## src/rtl/vvalu_cfg_pkg.sv

```systemverilog
// Shared types and helpers for the vectorVectorALU configuration sequencer.
// Byte layout of the firmware table is field-major: index = field*MAX_CHAINS + chain.
package vvalu_cfg_pkg;

    localparam int NUM_FIELDS = 6;
    localparam logic [7:0] IDLE_CONFIG_ID_DEFAULT = 8'hFF;

    typedef enum logic [2:0] {
        FLD_OP         = 3'd0,
        FLD_ADDR_RD    = 3'd1,
        FLD_COND       = 3'd2,
        FLD_CACHE      = 3'd3,
        FLD_CACHE_ADDR = 3'd4,
        FLD_MINICACHE  = 3'd5
    } field_e;

    typedef enum logic [1:0] {
        IDLE   = 2'd0,
        PRE    = 2'd1,
        STREAM = 2'd2,
        POST   = 2'd3
    } state_e;

    function automatic int unsigned byte_index(input int unsigned field,
                                               input int unsigned chain,
                                               input int unsigned max_chains);
        return field * max_chains + chain;
    endfunction

endpackage

```

## src/rtl/vvalu_config_sequencer_if.sv

```systemverilog
// Host-side bus of the config sequencer: shadow-table writes, load request,
// the configId/configData broadcast bus and the status pulses.
interface vvalu_config_sequencer_if #(
    parameter int ADDR_W = 5
);
    logic              host_wr_en;
    logic [ADDR_W-1:0] host_wr_addr;
    logic [7:0]        host_wr_data;
    logic              start;
    logic [7:0]        configId;
    logic [7:0]        configData;
    logic              busy;
    logic              pending;
    logic              done;
    logic              aborted;
    logic              wr_ignored;

    modport master (
        output host_wr_en, host_wr_addr, host_wr_data, start,
        input  configId, configData, busy, pending, done, aborted, wr_ignored
    );

    modport slave (
        input  host_wr_en, host_wr_addr, host_wr_data, start,
        output configId, configData, busy, pending, done, aborted, wr_ignored
    );
endinterface

```

## src/rtl/vvalu_cfg_shadow.sv

```systemverilog
// Shadow firmware table: flop array with one synchronous write port and a
// combinational read port; every byte clears on reset.
module vvalu_cfg_shadow #(
    parameter int TOTAL_BYTES = 24,
    parameter int DATA_W      = 8,
    parameter int ADDR_W      = 5
) (
    input  logic              clk,
    input  logic              reset,
    input  logic              wr_en,
    input  logic [ADDR_W-1:0] wr_addr,
    input  logic [DATA_W-1:0] wr_data,
    input  logic [ADDR_W-1:0] rd_addr,
    output logic [DATA_W-1:0] rd_data
);

    logic [DATA_W-1:0] mem [TOTAL_BYTES];

    always_ff @(posedge clk) begin
        if (reset) begin
            for (int i = 0; i < TOTAL_BYTES; i++) begin
                mem[i] <= '0;
            end
        end else if (wr_en) begin
            mem[wr_addr] <= wr_data;
        end
    end

    assign rd_data = (rd_addr < ADDR_W'(TOTAL_BYTES)) ? mem[rd_addr] : '0;

endmodule

```

## src/rtl/vvalu_config_sequencer.sv

```systemverilog
// Streams the shadow firmware table onto the configId/configData bus of one
// vectorVectorALU, framed by idle IDs so the ALU byte counter starts and ends at 0.
module vvalu_config_sequencer
    import vvalu_cfg_pkg::*;
#(
    parameter int         MAX_CHAINS       = 4,
    parameter logic [7:0] TARGET_CONFIG_ID = 8'd0,
    parameter logic [7:0] IDLE_CONFIG_ID   = IDLE_CONFIG_ID_DEFAULT
) (
    input  logic                     clk,
    input  logic                     reset,
    input  logic                     tracing,
    vvalu_config_sequencer_if.slave  bus
);

    localparam int TOTAL_BYTES = MAX_CHAINS * NUM_FIELDS;
    localparam int ADDR_W      = $clog2(TOTAL_BYTES);
    localparam logic [ADDR_W-1:0] LAST_IDX   = ADDR_W'(TOTAL_BYTES - 1);
    localparam logic [ADDR_W-1:0] ADDR_LIMIT = ADDR_W'(TOTAL_BYTES);

    state_e            state, state_n;
    logic [ADDR_W-1:0] cnt, cnt_n;
    logic              launch, launch_n;
    logic              pending_n;
    logic              abort_n;
    logic              wr_ok;
    logic [7:0]        shadow_rd;

    // Writes are only safe while the table is not being streamed.
    assign wr_ok = bus.host_wr_en && !bus.busy && (bus.host_wr_addr < ADDR_LIMIT);

    vvalu_cfg_shadow #(
        .TOTAL_BYTES (TOTAL_BYTES),
        .DATA_W      (8),
        .ADDR_W      (ADDR_W)
    ) u_shadow (
        .clk     (clk),
        .reset   (reset),
        .wr_en   (wr_ok),
        .wr_addr (bus.host_wr_addr),
        .wr_data (bus.host_wr_data),
        .rd_addr (cnt_n),
        .rd_data (shadow_rd)
    );

    // state tracks the phase visible on the bus; launch is the one-cycle gap
    // between sampling start and showing PRE.
    always_comb begin
        state_n   = state;
        cnt_n     = cnt;
        launch_n  = launch;
        pending_n = bus.pending;
        abort_n   = 1'b0;
        case (state)
            IDLE: begin
                if (launch) begin
                    state_n  = PRE;
                    launch_n = 1'b0;
                end else if (bus.pending) begin
                    if (!tracing) begin
                        state_n   = PRE;
                        pending_n = 1'b0;
                    end
                end else if (bus.start) begin
                    if (tracing) pending_n = 1'b1;
                    else         launch_n  = 1'b1;
                end
            end
            PRE: begin
                if (tracing) begin
                    state_n = IDLE;
                    abort_n = 1'b1;
                end else begin
                    state_n = STREAM;
                    cnt_n   = '0;
                end
            end
            STREAM: begin
                if (tracing) begin
                    state_n = IDLE;
                    abort_n = 1'b1;
                end else if (cnt == LAST_IDX) begin
                    state_n = POST;
                end else begin
                    cnt_n = cnt + 1'b1;
                end
            end
            POST:    state_n = IDLE;
            default: state_n = IDLE;
        endcase
    end

    always_ff @(posedge clk) begin
        if (reset) begin
            state          <= IDLE;
            cnt            <= '0;
            launch         <= 1'b0;
            bus.configId   <= IDLE_CONFIG_ID;
            bus.configData <= 8'd0;
            bus.busy       <= 1'b0;
            bus.pending    <= 1'b0;
            bus.done       <= 1'b0;
            bus.aborted    <= 1'b0;
            bus.wr_ignored <= 1'b0;
        end else begin
            state          <= state_n;
            cnt            <= cnt_n;
            launch         <= launch_n;
            bus.configId   <= (state_n == STREAM) ? TARGET_CONFIG_ID : IDLE_CONFIG_ID;
            bus.configData <= (state_n == STREAM) ? shadow_rd : 8'd0;
            bus.busy       <= (state_n == PRE) || (state_n == STREAM);
            bus.pending    <= pending_n;
            bus.done       <= (state_n == POST);
            bus.aborted    <= abort_n;
            bus.wr_ignored <= bus.host_wr_en && !wr_ok;
        end
    end

endmodule

```

## src/flat_wrapper.sv

```systemverilog
// flat-port wrapper written by rule: the top's interface ports become plain ports
module vvalu_config_sequencer_flat import vvalu_cfg_pkg::*;
#(
    parameter int         MAX_CHAINS       = 4,
    parameter logic [7:0] TARGET_CONFIG_ID = 8'd0,
    parameter logic [7:0] IDLE_CONFIG_ID   = IDLE_CONFIG_ID_DEFAULT
)
  (clk, reset, tracing, bus_host_wr_en, bus_host_wr_addr, bus_host_wr_data, bus_start, bus_configId, bus_configData, bus_busy, bus_pending, bus_done, bus_aborted, bus_wr_ignored);
  vvalu_config_sequencer_if #(.ADDR_W(5)) bus_i ();
  input  logic clk;
  input  logic reset;
  input  logic tracing;
  input wire logic [$bits(bus_i.host_wr_en)-1:0] bus_host_wr_en;
  input wire logic [$bits(bus_i.host_wr_addr)-1:0] bus_host_wr_addr;
  input wire logic [$bits(bus_i.host_wr_data)-1:0] bus_host_wr_data;
  input wire logic [$bits(bus_i.start)-1:0] bus_start;
  output wire logic [$bits(bus_i.configId)-1:0] bus_configId;
  output wire logic [$bits(bus_i.configData)-1:0] bus_configData;
  output wire logic [$bits(bus_i.busy)-1:0] bus_busy;
  output wire logic [$bits(bus_i.pending)-1:0] bus_pending;
  output wire logic [$bits(bus_i.done)-1:0] bus_done;
  output wire logic [$bits(bus_i.aborted)-1:0] bus_aborted;
  output wire logic [$bits(bus_i.wr_ignored)-1:0] bus_wr_ignored;
  assign bus_i.host_wr_en = bus_host_wr_en;
  assign bus_i.host_wr_addr = bus_host_wr_addr;
  assign bus_i.host_wr_data = bus_host_wr_data;
  assign bus_i.start = bus_start;
  assign bus_configId = bus_i.configId;
  assign bus_configData = bus_i.configData;
  assign bus_busy = bus_i.busy;
  assign bus_pending = bus_i.pending;
  assign bus_done = bus_i.done;
  assign bus_aborted = bus_i.aborted;
  assign bus_wr_ignored = bus_i.wr_ignored;
  vvalu_config_sequencer #(.MAX_CHAINS(MAX_CHAINS), .TARGET_CONFIG_ID(TARGET_CONFIG_ID), .IDLE_CONFIG_ID(IDLE_CONFIG_ID)) u_core (.clk(clk), .reset(reset), .tracing(tracing), .bus(bus_i));
endmodule
```

## config.mk

```make
export PLATFORM = sky130hd
export DESIGN_NAME = vvalu_config_sequencer_flat
export DESIGN_NICKNAME = d
export VERILOG_FILES = /design/src/rtl/vvalu_cfg_pkg.sv /design/src/rtl/vvalu_config_sequencer_if.sv /design/src/rtl/vvalu_cfg_shadow.sv /design/src/rtl/vvalu_config_sequencer.sv /design/src/flat_wrapper.sv
export SDC_FILE = /design/constraint.sdc
export NUM_CORES = 1
export LEC_CHECK = 0
export BUFFER_PORTS_ARGS = -buffer_cell sky130_fd_sc_hd__buf_2
export CAP_MARGIN = 25
export CORE_ASPECT_RATIO = 0.7
export CORE_MARGIN = 2
export CORE_UTILIZATION = 30
export CTS_BUF_LIST = sky130_fd_sc_hd__clkbuf_8
export DETAILED_ROUTE_END_ITERATION = 6
export PLACE_DENSITY = 0.51
export SYNTH_ARGS = -nofsm -noshare
export SYNTH_HDL_FRONTEND = slang
export SYNTH_SLANG_ARGS = --single-unit
```

## constraint.sdc

```tcl
create_clock -name clk -period 7 [get_ports clk]
set_input_delay 0.7 -clock clk [delete_from_list [all_inputs] [get_ports clk]]
set_output_delay 0.7 -clock clk [all_outputs]
set_load 0.01 [all_outputs]
```

==> impl_metrics.env <==
export IMPL_status="complete, no violations"
export IMPL_p_leak_nw=4.290
export IMPL_endpoint_kind="register"
export IMPL_overflow=0
export IMPL_r2r_cells=9
export IMPL_finalClockSkew_ps=44.86
export IMPL_syn_avg_cell_area_um2=11.53
export IMPL_cts_htree_levels=2
export IMPL_post_route_min_period_ps=3624
export IMPL_area_growth_pct=11.61
export IMPL_grt_first_pass_wirelength_um=43080
export IMPL_cts_buffers=36
export IMPL_synth_most_common_cell="and2_1"
export IMPL_synth_xor_area_share_pct=0
export IMPL_vias=6750
export IMPL_synth_mux_area_share_pct=2.597
export IMPL_min_period_over_period_pct=51.77
export IMPL_dr_pass1_iters=5
export IMPL_clk_pin_slew_ps=60
export IMPL_chipWidth_um=223.5
export IMPL_hpwlAfterDp_um=18520
export IMPL_start_util_pct=30.33
export IMPL_cts_sinks=214
export IMPL_slew_headroom_pct=45.14
export IMPL_worstSetupPathType="reg2reg"
export IMPL_max_clock_path_buffers=3
export IMPL_grt_max_degree=73
export IMPL_nets=922
export IMPL_critPathRequiredTime_ps=7410
export IMPL_top_usage_layer="met1"
export IMPL_min_path_cells=3
export IMPL_synthCells=877
export IMPL_fp_row_count=56
export IMPL_use_met1_pct=25.77
export IMPL_timing_fmax_mhz=275.9
export IMPL_final_layout_size_suffix_gt1_share_pct=14.39
export IMPL_synth_area_top_cells="edfxtp_1, and2_1, nand2_1"
export IMPL_r2r_end="u_core.bus.configData[6]"
export IMPL_yosys_area_top_type="edfxtp_1"
export IMPL_io_buffers=38
export IMPL_synth_ff_type="edfxtp_1"
export IMPL_track_usage_pct=16.67
export IMPL_syn_num_nets=902
export IMPL_netlist_cell_type_count=46
export IMPL_crit_path_start_kind="register"
export IMPL_r2r_slack_ps=3380
export IMPL_place_congestion=0.8275
export IMPL_route_detailed_wl_per_inst_um=21.08
export IMPL_yosysSeqAreaShare_pct=61.35
export IMPL_wl_um=28670
export IMPL_drc=0
export IMPL_path_max_fanout=16
export IMPL_ctsResizeCount=0
export IMPL_rsz0062_at_grt="false"
export IMPL_powerDensity_nw_per_um2=245.7
export IMPL_synth_simple_gate_area_share_pct=25.21
export IMPL_cap_violations=0
export IMPL_hold_start="bus_host_wr_addr[4]"
export IMPL_die_h_um=157.6
export IMPL_synth_seq_cells=214
export IMPL_antenna_found_initial=2
export IMPL_power_total_mw=2.774
export IMPL_root_buffer="clkbuf_8"
export IMPL_fin_util_pct=33.85
export IMPL_placed_area_um2=10580
export IMPL_final_antenna_net_count=0
export IMPL_viasPerCell=4.963
export IMPL_min_to="u_core.bus.wr_ignored"
export IMPL_io_pins=39
export IMPL_synth_edf_count=192
export IMPL_hold_buffers=0
export IMPL_async_flop_share_pct=0
export IMPL_irDropWorstVdd_uv=94.99
export IMPL_die_area_um2=35230
export IMPL_netlist_area_um2=10120
export IMPL_use_met2_pct=23.33
export IMPL_worst_slew_pin_transition_ps=823.0
export IMPL_postCtsSetupRepairBufs=0
export IMPL_finalSetupViolations=0
export IMPL_r2r_start="u_core.state[1]"
export IMPL_placedCellCount=1294
export IMPL_clock_latency_ps=560
export IMPL_synthAdderAreaFrac_pct=0.8658
export IMPL_hold_path_class="in2reg"
export IMPL_cp_arrival_ps=4030
export IMPL_synth_compound_area_share_pct=6.654
export IMPL_netlist_top_cells_count="and2_1, edfxtp_1, nand2_1"
export IMPL_final_hold_viol_count=0
export IMPL_design_area_um2=11290
export IMPL_ys_warn_count=0
export IMPL_core_area_um2=33350
export IMPL_tns_ps=0
export IMPL_synth_top_family_by_area="simple AND/OR/NAND/NOR gates"
export IMPL_slew_violations=0
export IMPL_synth_top_cell_area_share_pct=56.99
export IMPL_grt_pass1_vias=6568
export IMPL_cts_tree="yes"
export IMPL_drtIter0Drc=664
export IMPL_grt_util_met3_pct=3.415
export IMPL_layoutNonFillerInstCount=1360
-- flip-flops by register name (all words and copies together), names as in the netlist --
signal and count:
u_core.u_shadow.mem 192, u_core.bus.wr_ignored 1, u_core.bus.pending 1, u_core.bus.configId 1, u_core.bus.done 1, u_core.launch 1
u_core.bus.aborted 1, u_core.bus.busy 1, u_core.bus.configData 8, u_core.cnt 5, u_core.state 2
-- report_power, final --
part	internal (mW)	switching (mW)	total, mW	leakage, nW
combinational	0.0560	0.131	0.187	1.71
sequential	1.44	0.0244	1.46	2.16
clock	0.599	0.523	1.12	0.420
-- cell type report --
type,count,area (um^2)
fill,3374,22060
multi-input combinational,595,3578
clock buffer,40,550.5
tap,435,544.3
clock inverter,25,153.9
antenna,1,2.502
inverter,8,30.03
sequential,214,6206
timing repair buffer,42,225.2
-- cells in the final DEF, fill, tap and decap left out, types with 24 or more instances in the layout --
| master | count |
|---|---|
| edfxtp_1 | 192 |
| and2_1 | 194 |
| clkbuf_8 | 40 |
| inv_1 | 24 |
| nand2_1 | 127 |
| buf_2 | 39 |
| nor2_1 | 37 |
| or2_2 | 25 |
| mux2i_1 | 24 |
| nand3_1 | 34 |
| a31oi_1 | 26 |
-- worst max path at each step --
stage / to / startpoint / slack, ps / depth (start not counted)
after floorplan: u_core.bus.configData[0] / u_core.state[1] / 4500 / 12
after global placement: u_core.bus.configData[6] / tracing / 3350 / 8
after detailed placement: u_core.bus.configData[6] / u_core.state[1] / 3430 / 9
after CTS: u_core.bus.configData[6] / u_core.state[1] / 3420 / 9
after global routing: u_core.bus.configData[6] / u_core.state[1] / 3140 / 9
final: u_core.bus.configData[6] / u_core.state[1] / 3380 / 9
-- kinds of logic after synthesis --
kind of cell,Yosys count
fa+ha+maj,7
buf+inv,68
flops,214
mux,26
simple gates,470
compound gates,92
-- per-stage QoR --
stage	setup WS [ps]	hold WS, ps
5_1_grt	3141	468.9
3_3_place_gp	3345	478.0
6_report	3376	463.4
4_1_cts	3420	438.3
3_5_place_dp	3433	481.9
2_1_floorplan	4496	457.9
-- routing by layer --
layer | wire length, um | up-vias
met3 | 1986 | 47
met5 | 0 | -
met4 | 546 | 0
met2 | 11540 | 210
li1 | - | 3139
met1 | 14590 | 3354
-- critical path, stage by stage, from the launching register on --
cell	delay, ps
dfxtp_1	360
inv_1	90
ha_1	440
nand2_1	80
nor4b_1	530
or3_1	490
and2_1	690
a32oi_1	350
a31oi_1	390
nor3_2	60
Note: power is estimated with default switching activity, not from simulation.
